--- config.mk ---
export PLATFORM = sky130hd
export DESIGN_NAME = rv_register_file
export DESIGN_NICKNAME = d
export VERILOG_FILES = /design/src/rtl/rv_pkg.sv /design/src/rtl/rv_reg_cell.sv /design/src/rtl/rv_register_file.sv
export SDC_FILE = /design/constraint.sdc
export NUM_CORES = 2
export LEC_CHECK = 0
export ABC_AREA = 1
export ABC_CLOCK_PERIOD_IN_PS = 4400
export BUFFER_PORTS_ARGS = -buffer_cell sky130_fd_sc_hd__clkbuf_2
export CAP_MARGIN = 10
export CORE_ASPECT_RATIO = 1.25
export CORE_MARGIN = 2
export CORE_UTILIZATION = 39
export CTS_CLUSTER_SIZE = 28
export DETAILED_ROUTE_END_ITERATION = 8
export PLACE_DENSITY = 0.53
export RECOVER_POWER = 25
export SETUP_SLACK_MARGIN = 0.02
export SLEW_MARGIN = 30
export SYNTH_ARGS = -nofsm -noshare
export SYNTH_HDL_FRONTEND = slang
export SYNTH_HIERARCHICAL = 1
export SYNTH_SLANG_ARGS = --single-unit
--- constraint.sdc ---
create_clock -name clk -period 4.4 [get_ports clk]
set_input_delay 0.88 -clock clk [delete_from_list [all_inputs] [get_ports clk]]
set_output_delay 0.88 -clock clk [all_outputs]
set_load 0.02 [all_outputs]
--- src/rtl/rv_pkg.sv ---
// Shared definitions for the RV32I integer register file.
package rv_pkg;

    localparam int unsigned XLEN       = 32;
    localparam int unsigned NUM_REGS   = 32;
    localparam int unsigned REG_ADDR_W = $clog2(NUM_REGS);

    typedef logic [REG_ADDR_W-1:0] reg_addr_t;
    typedef logic [XLEN-1:0]       xlen_t;

    localparam reg_addr_t REG_ZERO = 5'd0;

endpackage

--- src/rtl/rv_reg_cell.sv ---
// Single architectural register: async active-low clear, synchronous load.
module rv_reg_cell
    import rv_pkg::*;
(
    input  logic  clk,
    input  logic  rst,
    input  logic  en,
    input  xlen_t d,
    output xlen_t q
);

    // Clear on reset, otherwise load d when enabled.
    always_ff @(posedge clk or negedge rst) begin
        if (!rst) begin
            q <= '0;
        end else if (en) begin
            q <= d;
        end
    end

endmodule

--- src/rtl/rv_register_file.sv ---
// RV32I register file: two combinational read ports, one clocked write port,
// x0 hardwired to zero.
module rv_register_file
    import rv_pkg::*;
(
    input  logic      clk,
    input  logic      rst,
    input  reg_addr_t rs1_addr,
    input  reg_addr_t rs2_addr,
    input  reg_addr_t rd_addr,
    input  xlen_t     write_data,
    input  logic      write_enable,
    output xlen_t     rs1_data,
    output xlen_t     rs2_data
);

    // x[0] is a constant zero rather than storage so the read selects can
    // index the full address range without going out of bounds.
    xlen_t x [0:NUM_REGS-1];

    assign x[0] = '0;

    genvar i;
    generate
        for (i = 1; i < NUM_REGS; i++) begin : g_regs
            rv_reg_cell u_cell (
                .clk (clk),
                .rst (rst),
                .en  (write_enable && (rd_addr == reg_addr_t'(i))),
                .d   (write_data),
                .q   (x[i])
            );
        end
    endgenerate

    // No write-through bypass: a same-cycle write is visible only after the edge.
    assign rs1_data = (rs1_addr == REG_ZERO) ? '0 : x[rs1_addr];
    assign rs2_data = (rs2_addr == REG_ZERO) ? '0 : x[rs2_addr];

endmodule

==> impl_metrics.env <==
export IMPL_outcome="finished, violations left"
export IMPL_failed_checks="capacitance limit, slew limit"
export IMPL_drt_initial_drc_count=7504
export IMPL_die_w_um=364
export IMPL_area_growth_pct=7.54
export IMPL_synthFlopType="dfrtp_1"
export IMPL_coreArea_um2=161000
export IMPL_rrSetupSlack_ns=3.68
export IMPL_leakage_nw=37.5
export IMPL_wire_per_inst_um=23.6
export IMPL_path_class="input pin to asynchronous set/reset pin"
export IMPL_layout_cells_non_filler=11900
export IMPL_crit_chain="dlymetal6s4s_1"
export IMPL_cts_made_buffers=110
export IMPL_cpPeakStageDelay_ns=2.89
export IMPL_cts_htree_levels=3
export IMPL_grt_antenna_before_repair=17
export IMPL_top_regs="g_regs.u_cell/q: 992 flops"
export IMPL_yosysUniqueCellTypes=20
export IMPL_overflow=0
export IMPL_yosys_warnings=6
export IMPL_clock_path_buffers=3
export IMPL_cts_hold_buf=0
export IMPL_dp_hpwl_um=167000
export IMPL_std_cell_rows=165
export IMPL_tightest_slew_ns=4.03
export IMPL_syn_inst=9789
export IMPL_pin_count=114
export IMPL_grt_pass1_wl_um=409000
export IMPL_arrival_ns=3.89
export IMPL_ant_nets=0
export IMPL_dp_cells=11700
export IMPL_setup_ws_ns=0.448
export IMPL_synth_fp_nets=9839
export IMPL_period_share=0.898
export IMPL_min_period_ns=3.95
export IMPL_initial_core_util=0.392
export IMPL_synth_edf_count=0
export IMPL_maxCapViolations=1
export IMPL_path_clk_slew_ns=0.06
export IMPL_power_density_nw_per_um2=414
export IMPL_syn_area_per_cell_um2=6.46
export IMPL_cpLargestDelayFamily="buffers and inverters"
export IMPL_setup_viol=0
export IMPL_yosysMostFrequentCell="nand2_1"
export IMPL_dieHeight_um=454
export IMPL_path_max_fanout=54
export IMPL_gp_congestion=0.909
export IMPL_startpoint_type="input pin"
export IMPL_first_pass_iters=7
export IMPL_relSlewSlack=-1.69
export IMPL_ir_drop_mv=0.308
export IMPL_cts_root_buf="clkbuf_16"
export IMPL_worstSkewPairLatency_ns=0.77
export IMPL_die_area_um2=165000
export IMPL_drt_total_wl_um=280000
export IMPL_post_cts_setup_buffers=0
export IMPL_finalHoldViolations=0
export IMPL_rsz0062_at_grt="no"
export IMPL_dr_total_vias=63500
export IMPL_synth_area_um2=63200
export IMPL_synth_yosys_seq_area_share=0.393
export IMPL_fillers=17300
export IMPL_track_usage=0.334
export IMPL_drive_above_1_share=0.0904
export IMPL_synth_commonest_cells="nand2_1 (5,519), nand3_1 (1,152), dfrtp_1 (992)"
export IMPL_grt_pass1_vias=59200
export IMPL_port_buffer_count=113
export IMPL_cts_tree="done"
export IMPL_synth_seq_cells=992
export IMPL_largest_reg_flops=992
export IMPL_synth_top_cell_area_share=0.393
export IMPL_worstPathRequired_ns=4.34
export IMPL_grt_max_degree=93
export IMPL_synth_top_cell_by_area="dfrtp_1"
export IMPL_skew_ns=0
export IMPL_synthTopCellsByArea="dfrtp_1 (39%), nand2_1 (33%), nand3_1 (9.1%), inv_1 (4.7%), nand2_2 (3.1%)"
export IMPL_vias_per_cell=5.35
export IMPL_clock_sinks=992
export IMPL_cp_end_kind="asynchronous set/reset pin"
export IMPL_finalSetupTns_ns=0
export IMPL_async_flop_share=1.00
export IMPL_critPathSlowestCell="dlymetal6s4s_1"
export IMPL_hold_path_class="flip-flop to flip-flop"
export IMPL_pre_cts_slack_ns=0.559
export IMPL_cts_resized=0
export IMPL_drcViolationCount=0
export IMPL_final_nets=9644
export IMPL_fmax_mhz=253
export IMPL_top_register="g_regs.u_cell/q"
export IMPL_path_buf_inv=1
export IMPL_holdWs_ns=0.468
export IMPL_slew_violations=45
-- power by group --
group          internal, W  total (W)  switching, W
Sequential          0.0108     0.0122       0.00142
Clock              0.00521    0.00946       0.00425
Combinational      0.00215    0.00645       0.00430
Total               0.0182     0.0281       0.00997
-- per-stage QoR --
| stage | instance area (µm²) | power (W) | utilization |
|---|---|---|---|
| 6_report | 68000 | 0.0281 | 0.421 |
| 5_1_grt | 68000 | 0.0296 | 0.421 |
| 4_1_cts | 67900 | 0.0281 | 0.421 |
| 3_5_place_dp | 64400 | 0.0187 | 0.399 |
| 3_3_place_gp | 64300 | 0.0186 | 0.399 |
| 2_1_floorplan | 63200 | 0.0163 | - |
-- worst min-delay path, delay by kind of cell (launching register included) --
| kind | cells | cell delay, ns |
|---|---|---|
| DFF | 1 | 0.34 |
| and+or+nand+nor | 2 | 0.09 |
-- cell type report --
class                      count  area (µm²)  share of cell area
sequential                   992       24800               0.365
clock buffer                 159        3200              0.0471
antenna                        9        22.5            0.000331
clock inverter                40         363             0.00534
timing repair buffer         319        3170              0.0466
inverter                     828        3390              0.0499
multi-input combinational   7343       30300               0.446
tap                         2171        2720              0.0400
-- cell usage in the layout (no fill, tap or decap), drive strengths merged --
cell type,instances
nand3,1152
dlymetal6s4s,1
inv,828
a21oi,169
dfrtp,992
nor2,167
clkinv,33
o21ai,26
clkinvlp,4
clkbuf,262
buf,215
bufinv,3
nand2,5829
diode,9
-- final timing paths --
check | from | endpoint | depth (start not counted)
setup / recovery | rst | g_regs[24].u_cell/q[11] | 1
hold / removal | g_regs[11].u_cell/q[22] | g_regs[11].u_cell/q[22] | 2
setup reg to reg | g_regs[8].u_cell/q[27] | g_regs[8].u_cell/q[27] | 2
hold reg to reg | g_regs[11].u_cell/q[22] | g_regs[11].u_cell/q[22] | 2
max in group clk | rs2_addr[0] | rs2_data[28] | 11
min in group asynchronous | rst | g_regs[20].u_cell/q[8] | 1
-- cell families after synthesis --
kind of cell / after synthesis / synth area share
buffers and inverters: 1454 / 0.132
and+or+nand+nor: 7148 / 0.460
AOI/OAI and AO/OA: 195 / 0.0154
DFF: 992 / 0.393
-- per-layer routing --
layer	wire length [µm]	global-route usage	part of all wire	vias to the layer above
met5	76	0	0.00027	-
met1	113000	0.446	0.40	30300
met2	126000	0.525	0.45	3385
li1	-	-	-	29100
met3	27100	0.0594	0.097	722
met4	13100	0.158	0.047	12
Note: power is estimated with default switching activity, not from simulation.
